`src/rtl/seed_pkg.sv`:
```
// Shared types and constants for the seed adder scheduler.
package seed_pkg;
    localparam int SEED_WIDTH = 16;
    localparam int SEED_CNT_W = 8;

    localparam logic REQ0 = 1'b0;
    localparam logic REQ1 = 1'b1;

    typedef enum logic [1:0] {
        IDLE = 2'd0,
        RUN  = 2'd1,
        DONE = 2'd2
    } seed_state_t;
endpackage

```
`src/rtl/seed_rr_arb.sv`:
```
// 2-way round-robin arbiter; combinational one-hot grant, pointer updated on accept.
module seed_rr_arb
    import seed_pkg::*;
(
    input  logic       clk,
    input  logic       rst,
    input  logic [1:0] req,
    input  logic       en,
    input  logic       update,
    output logic [1:0] gnt
);
    // Requester that currently holds priority.
    logic ptr;

    always_comb begin
        gnt = 2'b00;
        if (en) begin
            if (ptr == REQ0) begin
                if (req[0])      gnt = 2'b01;
                else if (req[1]) gnt = 2'b10;
            end else begin
                if (req[1])      gnt = 2'b10;
                else if (req[0]) gnt = 2'b01;
            end
        end
    end

    always_ff @(posedge clk or posedge rst) begin
        if (rst) begin
            ptr <= REQ0;
        end else if (update && (gnt != 2'b00)) begin
            // The winner drops to lower priority.
            ptr <= gnt[0] ? REQ1 : REQ0;
        end
    end
endmodule

```
`src/rtl/seed_sched.sv`:
```
// Two-requester scheduler for the shared seed adder: accepts a job, iterates acc += step
// count times, and returns the result on a valid/ready port tagged with the requester id.
module seed_sched
    import seed_pkg::*;
#(
    parameter int WIDTH = SEED_WIDTH,
    parameter int CNT_W = SEED_CNT_W
) (
    input  logic             clk,
    input  logic             rst,
    input  logic             req0_valid,
    output logic             req0_ready,
    input  logic [WIDTH-1:0] req0_seed,
    input  logic [WIDTH-1:0] req0_step,
    input  logic [CNT_W-1:0] req0_count,
    input  logic             req1_valid,
    output logic             req1_ready,
    input  logic [WIDTH-1:0] req1_seed,
    input  logic [WIDTH-1:0] req1_step,
    input  logic [CNT_W-1:0] req1_count,
    output logic             res_valid,
    input  logic             res_ready,
    output logic [WIDTH-1:0] res_data,
    output logic             res_id,
    output logic             busy
);
    seed_state_t      state, state_nx;
    logic [WIDTH-1:0] acc, step_r, sum;
    logic [CNT_W-1:0] rem;
    logic             id;
    logic [1:0]       gnt;
    logic             take;
    logic [WIDTH-1:0] sel_seed, sel_step;
    logic [CNT_W-1:0] sel_count;

    seed_rr_arb u_arb (
        .clk    (clk),
        .rst    (rst),
        .req    ({req1_valid, req0_valid}),
        .en     (state == IDLE),
        .update (take),
        .gnt    (gnt)
    );

    assign take       = |gnt;
    // Grants are combinational, so mask them while reset holds the block.
    assign req0_ready = gnt[0] & ~rst;
    assign req1_ready = gnt[1] & ~rst;

    assign sel_seed  = gnt[1] ? req1_seed  : req0_seed;
    assign sel_step  = gnt[1] ? req1_step  : req0_step;
    assign sel_count = gnt[1] ? req1_count : req0_count;

    // Feedback adder: pseed closes through acc, carry discarded.
    assign sum = acc + step_r;

    always_comb begin
        state_nx = state;
        case (state)
            IDLE: if (take) state_nx = (sel_count == '0) ? DONE : RUN;
            RUN:  if (rem == CNT_W'(1)) state_nx = DONE;
            DONE: if (res_ready) state_nx = IDLE;
            default: state_nx = IDLE;
        endcase
    end

    always_ff @(posedge clk or posedge rst) begin
        if (rst) begin
            state  <= IDLE;
            acc    <= '0;
            step_r <= '0;
            rem    <= '0;
            id     <= REQ0;
        end else begin
            state <= state_nx;
            case (state)
                IDLE: if (take) begin
                    acc    <= sel_seed;
                    step_r <= sel_step;
                    rem    <= sel_count;
                    id     <= gnt[1] ? REQ1 : REQ0;
                end
                RUN: begin
                    acc <= sum;
                    rem <= rem - CNT_W'(1);
                end
                default: ;
            endcase
        end
    end

    assign res_valid = (state == DONE);
    assign res_data  = acc;
    assign res_id    = id;
    assign busy      = (state != IDLE);
endmodule
```
`config.mk`:
```
export PLATFORM = sky130hd
export DESIGN_NAME = seed_sched
export DESIGN_NICKNAME = d
export VERILOG_FILES = /design/src/rtl/seed_pkg.sv /design/src/rtl/seed_rr_arb.sv /design/src/rtl/seed_sched.sv
export SDC_FILE = /design/constraint.sdc
export NUM_CORES = 1
export LEC_CHECK = 0
export CAP_MARGIN = 20
export CORE_ASPECT_RATIO = 0.8
export CORE_MARGIN = 3
export CORE_UTILIZATION = 46
export CTS_BUF_LIST = sky130_fd_sc_hd__clkbuf_16
export CTS_CLUSTER_DIAMETER = 40
export DETAILED_ROUTE_END_ITERATION = 8
export PLACE_DENSITY = 0.83
export SETUP_SLACK_MARGIN = 0.4
export SKIP_CTS_REPAIR_TIMING = 1
export SYNTH_ARGS = -nofsm -noshare
export SYNTH_HDL_FRONTEND = slang
export SYNTH_SLANG_ARGS = --single-unit
```
`constraint.sdc`:
```
create_clock -name clk -period 2.8 [get_ports clk]
set_input_delay 0.56 -clock clk [delete_from_list [all_inputs] [get_ports clk]]
set_output_delay 0.56 -clock clk [all_outputs]
set_load 0.005 [all_outputs]
```
; ---- After elaboration in Yosys (flattened, before gate mapping)
; Index checks and enable logic that the tools add are counted.
[word_totals]
output_inout_bits = 21
register_bits = 44
in_bits = 85
word_cells = 47
[classes]
muxes = 20
n_bitwise = 3
eq_ne = 6
n_addsub = 2
n_reduce_logical = 10
[op_table]
columns = cell, n
row1 = $mux 16, 3
row2 = $pmux 16 s2, 1
row3 = $mux 2, 9
row4 = $add 16x16->16, 1
row5 = $mux 8, 2
row6 = $pmux 8 s2, 1
row7 = $eq 8x1->1 const B, 1
row8 = $logic_not 8->1, 1
row9 = $sub 8x1->8 const B, 1
row10 = $pmux 2 s3, 1
row11 = $reduce_bool 2->1, 3
row12 = $ne 2x2->1 const B, 2
row13 = $reduce_and 2->1, 2
row14 = $mux 1, 3
row15 = $reduce_and 3->1, 1
row16 = $and 1x1->1, 2
row17 = $eq 2x1->1 const B, 1
row18 = $eq 2x2->1 const B, 1
row19 = $logic_not 2->1, 1
row20 = $ne 2x1->1 const B, 1
row21 = $reduce_or 2->1, 1
row22 = $logic_and 1x1->1, 1
row23 = $not 1->1, 1

; ---- Depth between registers and ports, before layout
[logic_depth]
ltp_word = 9
depth_mapped = 8
depth_no_buf = 8

; ---- Cells and area by module
; Synthesis repeated with hierarchy kept, for this count alone.
[unflattened]
hier_cells = 371
area_unflattened_um2 = 3151.8
[by_module_without_submodules]
columns = mod, area_per_inst_um2, seq_area_each_um2, instances, cells_each
row1 = seed_sched, 3086.7, 1076.0, 1, 362
row2 = seed_rr_arb, 65.1, 25.0, 1, 9

; ---- Worst setup path before layout
; Ideal clock, no wire load.
[synth_path]
path_type = flip-flop to flip-flop
startpoint = register acc[0] (netlist: res_data[0])
endpoint = register acc[12] (netlist: res_data[12])
setup_time_ns = 0.099
stages_incl_launch_ff = 9
setup_slack_ns = 0.646
path_buffers = 0
arrival_time_ns = 2.055
required_ns = 2.701
cell_sequence = dfrtp_1 ha_1 fa_1 a21oi_1 o21ai_0 a211oi_1 nor2_1 and3_1 a311oi_1
[synth_via]
elab_chain_cells = 2
[synth_rtl]
columns = item, line
row1 = from (decl), seed_sched.sv:28  ; logic [WIDTH-1:0] acc, step_r, sum;
row2 = from (signal assigned), seed_sched.sv:78  ; acc <= sel_seed;
row3 = from (signal assigned), seed_sched.sv:84  ; acc <= sum;
row4 = $add 16x16->16, seed_sched.sv:55  ; assign sum = acc + step_r;
row5 = $pmux 16 s2, seed_sched.sv:76  ; case (state)
; No other way between the ends.
; A chain may end at the register's enable or synchronous reset.

; ---- Final worst setup path
; Ends and elaborated chain as after synthesis.

==> results by group <==
Critical path
  • R2r setup slk: 0.45 ns
  • Setup crit end kind: register
  • Arrival time at the worst endpoint: 2.54 ns
  • R2R cell count: 8
  • WS Path Type: reg -> reg
  • Max Fanout on Critical Path: 5
  • Startpoint types: register
  • Worst flop-to-flop path startpoint: res_data[0]
  • Worst path required time: 2.99 ns
  • Reg2reg end: res_data[12]

Timing
  • RSZ-0062 raised after global routing: true
  • Final cycle utilization of the critical path: 84.1%
  • Worst slew pin tran: 0.566 ns
  • Final slew viol count: 0
  • Relative slew slack: 62.3%
  • Min Hold Slack: 0.485 ns
  • Count of final setup violators: 0
  • Fmax: 0.425 GHz
  • Hold Vio Cnt, Final: 0
  • Setup Skew: 0.00860 ns
  • Crit path time final: 2.35 ns
  • Setup TNS: 0 ns

GRT
  • Antenna violations before repair: 0
  • Largest net degree at the start of global routing: 45
  • Vias in the first global route: 2996
  • Tot GR Track Use: 21.9%
  • First-pass GRT wire length: 14200 µm
  • GRT Residual Overflow: 0

Die
  • Number of core rows: 26
  • Die area: 7880 µm²
  • # IOs: 106
  • Area of the core: 6510 µm²
  • Die Y-Extent: 80.0 µm
  • DIE WIDTH: 98.5 µm
  • Starting Density: 48.4%

Finish
  • Fin nets: 557
  • FF+latch area: 1100 µm²
  • Final Util: 67.9%
  • N_diodes: 0
  • Area grow syn2layout: 40.3%
  • Multi-input gate area: 1900 µm²
  • Fill cells: 549
  • Layout cells sized above 1: 7.25%

Detailed routing
  • Detailed-route DRC error count: 0
  • Initial DRC Count: 134
  • Routed wl met2: 4110 µm
  • Highest metal used: met4
  • Via count: 3006
  • Met3 routed WL: 505 µm
  • WL/cell: 15.6 µm
  • Initial DRT Pass Iterations: 4
  • Vias per std cell: 5.58
  • Post-route ant nets: 0
  • Total Wirelength: 8400 µm
  • Wl on met1: 3700 µm

Run
  • Max Cap Viol: 0

Pwr
  • Peak VDD IR: 0.508 mV
  • Register share of total power: 25.5%
  • P_sw: 0.00225 W
  • Pwr dens: 1150 nW/µm²
  • Combinational power share: 63.4%
  • Internal cell power: 0.00284 W
  • Leakage: 2.05 nW
  • Sw frac: 44.2%
  • Clock network power share: 11.1%

CTS
  • Sink Count: 44
  • Longest Clk Path Bufs: 2
  • CTS clk-pin slew, worst paths: 0.06 ns
  • Clock Latency Late Sink: 0.28 ns
  • CTS tree: yes
  • Total CTS buffers: 5
  • CTS root buffer: clkbuf_16
  • Htree depth: 2

Synth
  • Ys async rst share: 100%
  • YS warnings: 0
  • Syn Nets: 457
  • Cells after Synth: 354
  • Post-synthesis sequential area ratio: 35.0%
  • Post-synthesis sequential element count: 44
  • Syn_area_per_cell: 8.89 µm²
  • Main synth FF type: dfrtp_1
  • Syn Std Cell Area: 3150 µm²
  • Number of library cell types mapped by synthesis: 58
  • Post-synth EDFFs: 0

Hold path
  • Worst Hold End: step_r[12]
  • Critical hold path startpoint: step_r[12]
  • Hold WC Path Type: reg -> reg
  • Worst hold stages: 2

Placed design
  • DP HPWL: 6300 µm
  • Port Buffers: 105
  • Final estimated routing congestion in global placement: 0.892

Status
  • Status: finished clean
-- cell usage in the layout (no fill, tap or decap), types with 2 or more instances in the layout --
cell	count
clkdlybuf4s50_1	102
nand2_1	53
dfrtp_1	43
o21ai_0	39
mux2i_1	35
a21oi_1	27
nor2_1	20
ha_1	17
inv_1	10
xnor2_1	8
buf_4	7
o221ai_1	6
mux2_2	5
clkbuf_16	5
nand2b_1	4
nor4_1	4
a211oi_1	4
nand3_1	4
xor2_1	4
nor3_1	3
or2_2	3
o22ai_1	3
dlymetal6s2s_1	3
a211oi_2	2
o32ai_1	2
a31oi_1	2
a221o_1	2
o22a_1	2
a22o_1	2
-- flip-flops by register name, summed over array words and instances (netlist names) --
register	flops
state	2
res_data	16
res_id	1
u_arb.ptr	1
rem	8
step_r	16
-- logic make-up after synthesis --
logic type      Yosys count  share of synthesized area, %
buf+inv                  30                          4.97
simple gates            104                          15.4
mux                      40                          12.9
compound gates          106                          21.0
xor+xnor                 12                          3.34
fa+ha+maj                18                          7.39
flops                    44                          35.0
-- layer usage --
metal  vias up  global-route usage, %
li1       1492                      -
met1      1409                   28.2
met2        96                   38.2
met3         9                   4.98
met4         0                   4.09
met5         -                      0
-- per-stage QoR --
| stage | cells | setup WS (ns) | total power (W) | instance area (µm²) |
|---|---|---|---|---|
| final | 539 | 0.445 | 0.00508 | 4420 |
| after global routing | 539 | 0.308 | 0.00556 | 4420 |
| after CTS | 539 | 0.366 | 0.00506 | 4400 |
| after detailed placement | 531 | 0.294 | 0.00445 | 4260 |
| after global placement | 531 | 0.403 | 0.00434 | 4260 |
| after floorplan | 354 | 0.646 | 0.00353 | 3150 |
-- power groups by stage --
| stage | Combinational [W] | Clock, W | Sequential [W] |
|---|---|---|---|
| after floorplan | 0.00234 | 0 | 0.00119 |
| after global placement | 0.00306 | 0 | 0.00128 |
| after detailed placement | 0.00316 | 0 | 0.00129 |
| after CTS | 0.00320 | 0.000571 | 0.00129 |
| after global routing | 0.00361 | 0.000605 | 0.00135 |
| final | 0.00322 | 0.000563 | 0.00130 |
-- cells in the mapped netlist (all sizes together) (4+ instances only) --
master / instances / area share, %
inv: 10 / 1.2
dfrtp: 44 / 35
a21oi: 28 / 4.5
o21ai: 39 / 6.2
clkbuf: 12 / 2.2
nand3: 5 / 0.95
nand2: 53 / 6.3
nor4: 4 / 0.79
a211oi: 6 / 1.6
o221ai: 6 / 1.7
nand2b: 4 / 0.79
nor2: 22 / 2.9
mux2i: 35 / 11
buf: 7 / 1.3
ha: 17 / 6.8
xor2: 4 / 1.1
mux2: 5 / 1.8
xnor2: 8 / 2.2
-- worst max-delay path by stage --
stage           startpoint           end  slack [ns]
2_1_floorplan  res_data[0]  res_data[12]        0.65
3_3_place_gp    req0_valid    req0_ready        0.40
3_5_place_dp    req0_valid  res_data[14]        0.29
4_1_cts         req0_valid    req1_ready        0.37
5_1_grt        res_data[0]  res_data[12]        0.31
6_report       res_data[0]  res_data[12]        0.45
-- cell type report --
cell class | instances | share of cell area (%)
clock buffers | 5 | 2.83
clock inverters | 3 | 0.340
inverters | 10 | 0.850
multi-input cells | 280 | 43.0
flip-flops and latches | 44 | 25.0
well taps | 84 | 2.38
repair buffers | 113 | 25.6
-- worst max-delay path, cell delays in order, from the launching register on --
cell	delay, ns
dfrtp_1	0.40
ha_1	0.25
fa_1	0.43
a21oi_2	0.18
o21ai_0	0.13
a211oi_1	0.26
nor2_1	0.15
and3_1	0.21
a311oi_1	0.25
Power figures use the tool's default switching activity.
